<file path="config.mk">
export PLATFORM = sky130hd
export DESIGN_NAME = sync_fifo
export DESIGN_NICKNAME = d
export VERILOG_FILES = /design/src/rtl/sync_fifo.sv
export SDC_FILE = /design/constraint.sdc
export NUM_CORES = 1
export LEC_CHECK = 0
export BUFFER_PORTS_ARGS = -buffer_cell sky130_fd_sc_hd__buf_2
export CAP_MARGIN = 20
export CORE_MARGIN = 5
export CORE_UTILIZATION = 45
export CTS_CLUSTER_DIAMETER = 50
export CTS_CLUSTER_SIZE = 12
export DETAILED_ROUTE_END_ITERATION = 10
export PLACE_DENSITY = 0.64
export SYNTH_ARGS = -nofsm -noshare
export SYNTH_HDL_FRONTEND = slang
export SYNTH_SLANG_ARGS = --single-unit
</file>
<file path="constraint.sdc">
create_clock -name clk -period 1.7 [get_ports clk]
set_input_delay 0.17 -clock clk [delete_from_list [all_inputs] [get_ports clk]]
set_output_delay 0.17 -clock clk [all_outputs]
set_load 0.05 [all_outputs]
</file>
<file path="src/rtl/sync_fifo.sv">
// Small synchronous skid FIFO with registered storage and a synchronous flush.
//   push/wdata : write when push (caller guarantees !full)
//   pop/rdata  : rdata is the current head; pop advances it (caller guarantees !empty)
//   flush      : empties the FIFO, overriding push and pop in the same cycle
//   full/empty : occupancy flags decoded from the pointers
module sync_fifo #(
    parameter int unsigned WIDTH = 8,
    parameter int unsigned DEPTH = 4
) (
    input  logic             clk,
    input  logic             rst_n,
    input  logic             push,
    input  logic [WIDTH-1:0] wdata,
    input  logic             pop,
    input  logic             flush,
    output logic [WIDTH-1:0] rdata,
    output logic             full,
    output logic             empty
);

    localparam int unsigned AW = (DEPTH > 1) ? $clog2(DEPTH) : 1;

    // One extra pointer bit distinguishes full from empty.
    logic [AW:0]      wr_ptr;
    logic [AW:0]      rd_ptr;
    logic [WIDTH-1:0] mem [DEPTH];

    // Pointer update
    always_ff @(posedge clk or negedge rst_n) begin
        if (!rst_n) begin
            wr_ptr <= '0;
            rd_ptr <= '0;
        end else if (flush) begin
            wr_ptr <= '0;
            rd_ptr <= '0;
        end else begin
            if (push) wr_ptr <= wr_ptr + (AW+1)'(1);
            if (pop)  rd_ptr <= rd_ptr + (AW+1)'(1);
        end
    end

    // Storage
    always_ff @(posedge clk) begin
        if (push && !flush) mem[wr_ptr[AW-1:0]] <= wdata;
    end

    assign rdata = mem[rd_ptr[AW-1:0]];
    assign empty = (wr_ptr == rd_ptr);
    assign full  = (wr_ptr[AW] != rd_ptr[AW]) && (wr_ptr[AW-1:0] == rd_ptr[AW-1:0]);

endmodule

</file>
; Word level (Yosys, flattened, before mapping)
; Memories as Yosys holds them, arrays and structs flattened.
; Cells that the tools add are included.
[classes]
addsub = 2
n_eq_ne = 3
mux = 6
reduce_logical = 5
[op_table]
columns = op, n
row1 = $mux W3, 4
row2 = $add A3 B1 Y3 const B, 2
row3 = $reduce_bool A2 Y1, 2
row4 = $eq A3 B3 Y1, 1
row5 = $eq A2 B2 Y1, 1
row6 = $logic_and A1 B1 Y1, 2
row7 = $mux W1, 2
row8 = $logic_not A1 Y1, 1
row9 = $ne A1 B1 Y1, 1
[word_totals]
ff_bits = 6
ram_bits = 32
input_bits = 13
output_inout_bits = 10
wordCells = 19
n_memories = 1
[mem_list]
columns = memory, words, width, rd, rd_ports_with_merged_regs, write_ports, line_no
row1 = mem, 4, 8, 1, 0, 1, 26  ; logic [WIDTH-1:0] mem [DEPTH];

; Logic depth before layout (Yosys ltp)
; Gate-level depths: netlist (run 1).
[logic_depth]
word_depth = 4
depth_mapped = 4
mapped_depth_nobuf = 4

; Worst setup path after synthesis (run 1)
; OpenSTA, ideal clock, no wires.
[synth_timing]
path_type = register to output
from = reg rd_ptr[1]
to = out empty
arrival_ns = 1.886
t_required_ns = 1.530
path_slack_ns = -0.356
path_stages_with_launch = 4
path_buffers = 1
cell_sequence = dfrtp_1 buf_2 xor2_1 nor3b_1
[synth_between]
elab_chain_len = 1
[synth_rtl]
columns = item, line_no
row1 = start: declaration, 25  ; logic [AW:0] rd_ptr;
row2 = start signal: assignment, 38  ; if (pop) rd_ptr <= rd_ptr + (AW+1)'(1);
row3 = $eq A3 B3 Y1, 48  ; assign empty = (wr_ptr == rd_ptr);
row4 = end: declaration, 18  ; output logic empty
; Every way passes these cells.

; Final worst setup path (run 1)
[layout_timing]
from = reg rd_ptr[0]
to = out rdata[2]
[layout_between]
elab_chain_len = 1
[layout_rtl]
columns = item, line_no
row1 = $mem_v2 Z4 W8, n/a
row2 = end: declaration, 16  ; output logic [WIDTH-1:0] rdata,
; Every way passes these cells.

==> run metrics, run 1 <==
worst slew pin tran=433 ps; synth cell count leaders=edfxtp_1, mux4_2, dfrtp_1, ha_1; total grt overflow=0; CTS tree=built; fill count=281; pin count of the biggest net entering global routing=14; vias in the first global route=847; Inst Count DP=153; DR vias=804; drt pass-1 iters=4; Final Hold Vio Count=0; arrival time worst endpoint=1560 ps; Final Cycle Share=102%; Crit Path Category=register to primary output; Req. time, crit path=1530 ps; share of layout cells above drive strength 1=42.7%; Worst Slack Setup Final=-27.3 ps; worst-case clock skew=6.78 ps; first-pass GRT wire length=4.04 mm; wire length on met2=1.32 mm; main area contributors after synthesis=edfxtp_1, mux4_2, dfrtp_1; Synth Flop Type=edfxtp_1; Rows=21; Syn. warnings=0; critical path launch point=rd_ptr[0]$_DFFE_PN0P_; Root Driver=clkbuf_4; cell chain of the critical path=buf_4 > mux4_2 > buf_6; Top Metal Used=met4; final net count=134; power per cell area=1050 nW/um2; Hold Path Class=primary input to register; placed cell area=1770 um2; WL/cell=15.0 um; r2r setup slk=350 ps; crit path capture=rdata[2]; Leakage=0.725 nW; max cap viols=0; syn_nets=97; Setup crit end kind=primary output; area of the mapped netlist=1550 um2; reg2reg start=wr_ptr[1]$_DFFE_PN0P_; routed vias/inst=4.93; post-DP HPWL=1.80 mm; post-CTS setup buffer count=0; Slew headroom=71.1%; part of the Yosys area used for sequential elements=71.9%; wl on met1=937 um; Slowest Stage Delay on Critical Path=510 ps; worst hold slack=32.9 ps; wirelength, routed=2.44 mm; crit path max-delay cell type=mux4_2; VDD IR max=0.000716 V; max-slew violations=0; Area Growth Syn to Fin=25.0%; RSZ-0062 raised after global routing=yes; Cells after Synth=79; EDFF count, synth=32; Antenna Diode Count=0; startpoint class of the critical path=register; clk_lat worst skew=340 ps; result of the run=finished, violations left; # port buffers=22; Die W=68.6 um; initial core utilization=46.3%; boundary pin count=23; post-synth top area share=62.2%; r2r worst-path depth=2; Num CTS Buffers=5; final std cells w/o fill=163; antenna-violating nets left=0; CTS HTree Levels=2; DR WL met3=102 um; failing checks=negative setup slack; clock sinks=38; gr usage total=12.8%; initial antenna violation count=0; top-count cell post-synth=edfxtp_1; Yosys top cell by area=edfxtp_1; Max Fclk=579 MHz; RR Endpoint=mem[2][2]$_DFFE_PP_; initial DRC count=58; total power=2.03 mW; Avg Synthesized Cell Area=19.6 um2; final instance area=1930 um2; Final setup viols=8; Max Fanout on Critical Path=5; core box area=3340 um2; Final Critical Period=1730 ps; Final GP Congestion=0.693; die footprint=4710 um2; DRC Markers=0; distinct cell type count after synthesis=18; ys async rst share=15.8%; FF+latch count, synth=38; clock transition at the registers of the reported paths=120 ps; Die Span Y=68.6 um; deepest clock path buffer count=2
[state kept, by name, summed over array words and instances, names as in the netlist]
signal and flops:
mem 32, rd_ptr 3, wr_ptr 3
[routing by layer]
| metal | GRT usage [%] | vias up |
|---|---|---|
| met1 | 14.3 | 397 |
| met5 | 0 | - |
| met3 | 3.57 | 7 |
| li1 | - | 381 |
| met2 | 20.6 | 19 |
| met4 | 9.68 | 0 |
[cells in the final DEF (no fill, tap or decap)]
cell and count:
inv_1 2, xnor2_1 3, buf_4 7, mux2i_1 2, xor2_1 2, clkinvlp_4 2, a21bo_2 2, buf_2 12
nor2_1 4, and2_1 4, edfxtp_1 32, ha_1 5, dfrtp_1 6, buf_6 10, nor2b_1 1, clkbuf_4 6
a21oi_1 2, nor3_2 1, nor3b_2 1, bufinv_16 1, dlygate4sd3_1 2, nand3b_1 2, mux4_2 8
[timing repair]
item	CTS	global route
gates cloned	0	0
endpoints found under the setup margin	9	10
hold endpoints to repair	6	4
hold buffers	1	1
gates resized for setup	18	2
[critical path, delay by kind of cell (launching register included)]
family | cells | cell delay, ps
muxes | 1 | 510
DFF | 1 | 380
buffers and inverters | 2 | 330
[how the worst min path moves through the flow]
stage          cells past startpoint     start  slack [ps]                    end
2_1_floorplan                      0     rst_n        -130  rd_ptr[0]$_DFFE_PN0P_
3_3_place_gp                       1     rst_n        0.06  rd_ptr[2]$_DFFE_PN0P_
3_5_place_dp                       1     rst_n           1  rd_ptr[2]$_DFFE_PN0P_
4_1_cts                            1  wdata[0]          20    mem[0][0]$_DFFE_PP_
5_1_grt                            1  wdata[6]           8    mem[1][6]$_DFFE_PP_
6_report                           1  wdata[1]          30    mem[2][1]$_DFFE_PP_
[layout make-up]
| type | instances | area [um2] | share of cell area [%] |
|---|---|---|---|
| clock buffer | 5 | 37.5 | 1.94 |
| clock inverter | 3 | 45.0 | 2.33 |
| inverter | 2 | 7.51 | 0.389 |
| multi-input combinational | 37 | 420 | 21.8 |
| sequential | 38 | 1110 | 57.5 |
| tap | 46 | 57.6 | 2.98 |
| timing repair buffer | 32 | 253 | 13.1 |
[metrics by stage]
step / setup WS, ps / utilization (%) / TNS (ps)
2_1_floorplan: 114 / - / 0
3_3_place_gp: 292 / 52.9 / 0
3_5_place_dp: 280 / 52.9 / 0
4_1_cts: -51.7 / 57.4 / -363
5_1_grt: -110 / 57.9 / -894
6_report: -27.3 / 57.9 / -131
[cells by family (layout without fill, tap and decap cells)]
group	Yosys count	in the layout	share of synthesized area, %
buffers and inverters	4	42	1.54
DFF	38	38	71.9
adders and majority gates	5	5	4.05
and+or+nand+nor	13	13	4.78
AOI/OAI and AO/OA	4	4	1.94
xor gates and xnor gates	5	5	2.83
muxes	10	10	13.0
[report_power, final]
| group | total [mW] | internal (mW) | switching [mW] |
|---|---|---|---|
| logic | 0.377 | 0.156 | 0.221 |
| registers | 1.06 | 1.04 | 0.0143 |
| clock network | 0.601 | 0.308 | 0.293 |
Note: power is estimated with default switching activity, not from simulation.
==> run 2, diff against run 1 <==
Settings changed: BUFFER_PORTS_ARGS -buffer_cell sky130_fd_sc_hd__buf_2 to not set, DONT_BUFFER_PORTS set to 1, PLACE_DENSITY 0.64 to 0.59.
==> run metrics, run 2 (synthesized netlist as in run 1, its figures left out) <==
result of the run=finished, violations left; failing checks=negative setup slack; core box area=3340 um2; RSZ-0062 raised after global routing=yes; power per cell area=1040 nW/um2; Final Hold Vio Count=0; register area=1110 um2; worst hold slack=24.1 ps; largest delay contributor family on the critical path=multiplexers; Rows=21; DR WL met3=158 um; crit path max-delay cell type=mux4_2; max-slew violations=0; clock sinks=38; Final Cycle Share=101%; CTS tree=built; VDD IR max=0.000776 V; Final GP Congestion=0.694; Setup crit end kind=primary output; Die W=68.6 um; Final setup viols=8; DRC Markers=0; fill count=274; # port buffers=0; CP bufs+invs=1; most frequent cells in the layout=edfxtp_1, dlygate4sd3_1, buf_4; antenna-violating nets left=0; share of layout cells above drive strength 1=27.5%; DR vias=770; clk_lat worst skew=330 ps; arrival time worst endpoint=1540 ps; multi-input logic area=420 um2; vias in the first global route=783; wire length on met2=1.22 mm; max cap viols=0; Num CTS Buffers=5; Root Driver=clkbuf_4; Leakage=0.687 nW; Final Critical Period=1710 ps; Slew headroom=81.1%; max reg flops=32; Top Metal Used=met4; first-pass GRT wire length=4.13 mm; Area Growth Syn to Fin=23.1%; commonest non-fill, non-tap cell in the layout=edfxtp_1; startpoint class of the critical path=register; final std cells w/o fill=155; Post-Route Setup TNS=-99.6 ps; Max Fclk=583 MHz; Max Fanout on Critical Path=8; Worst Slack Setup Final=-14.5 ps; WL/cell=16.4 um; worst-case clock skew=5.90 ps; Hold Path Class=primary input to register; initial core utilization=46.3%; Req. time, crit path=1530 ps; post-DP HPWL=1.76 mm; total grt overflow=0; die footprint=4710 um2; pin count of the biggest net entering global routing=12; Die Span Y=68.6 um; CTS HTree Levels=2; Slowest Stage Delay on Critical Path=670 ps; final net count=126; routed vias/inst=4.97; Antenna Diode Count=0; Inst Count DP=133; boundary pin count=23; worst slew pin tran=282 ps; wl on met1=1.12 mm; initial antenna violation count=0; deepest clock path buffer count=2; wirelength, routed=2.55 mm; worst slack, placed=240 ps; Crit Path Category=register to primary output; initial DRC count=77; cell chain of the critical path=buf_12 > mux4_2; clock transition at the registers of the reported paths=100 ps; gr usage total=13.0%; drt pass-1 iters=4
[run 2: worst paths after layout]
kind                                       start               endpoint  slack [ps]  cells past startpoint
hold reg to reg            rd_ptr[2]$_DFFE_PN0P_  rd_ptr[2]$_DFFE_PN0P_         590                      2
min in group asynchronous                  rst_n  rd_ptr[2]$_DFFE_PN0P_         140                      1
setup reg to reg           rd_ptr[0]$_DFFE_PN0P_  rd_ptr[0]$_DFFE_PN0P_         210                      4
max in group asynchronous                  rst_n  rd_ptr[0]$_DFFE_PN0P_        1320                      1
setup / recovery           rd_ptr[0]$_DFFE_PN0P_               rdata[4]         -10                      2
hold / removal                               pop  rd_ptr[2]$_DFFE_PN0P_          20                      2
[run 2: what timing repair did]
action	4_1_cts	5_1_grt
hold buffers	13	0
buffers inserted	1	0
resized for setup	1	1
setup endpoints to repair	8	9
endpoints found under the hold margin	44	0
[run 2: where the power goes]
part	switching, mW	leakage, nW	total (mW)	internal [mW]
sequential	0.0200	0.370	1.06	1.04
combinational	0.205	0.277	0.328	0.123
clock	0.276	0.0395	0.588	0.312
total	0.500	0.687	1.98	1.48
[run 2: through the flow]
stage                     instance area, um2  utilization (%)  total power [mW]
after floorplan                         1560                -              1.31
after global placement                  1680             50.5              1.36
after detailed placement                1680             50.5              1.37
after CTS                               1900             56.9              1.99
after global routing                    1900             57.0              2.06
final                                   1900             57.0              1.98
[run 2: cell type report]
type | count | share of cell area [%]
Tap cell | 46 | 3.03
Sequential cell | 38 | 58.5
Clock inverter | 1 | 1.58
Multi-Input combinational cell | 37 | 22.1
Timing Repair Buffer | 24 | 12.0
Clock buffer | 7 | 2.37
Inverter | 2 | 0.395
[run 2: per-layer routing]
layer	GRT usage (%)	vias to the layer above
met5	0	-
met4	6.70	0
met3	4.54	6
met2	19.1	25
met1	17.1	372
li1	-	367
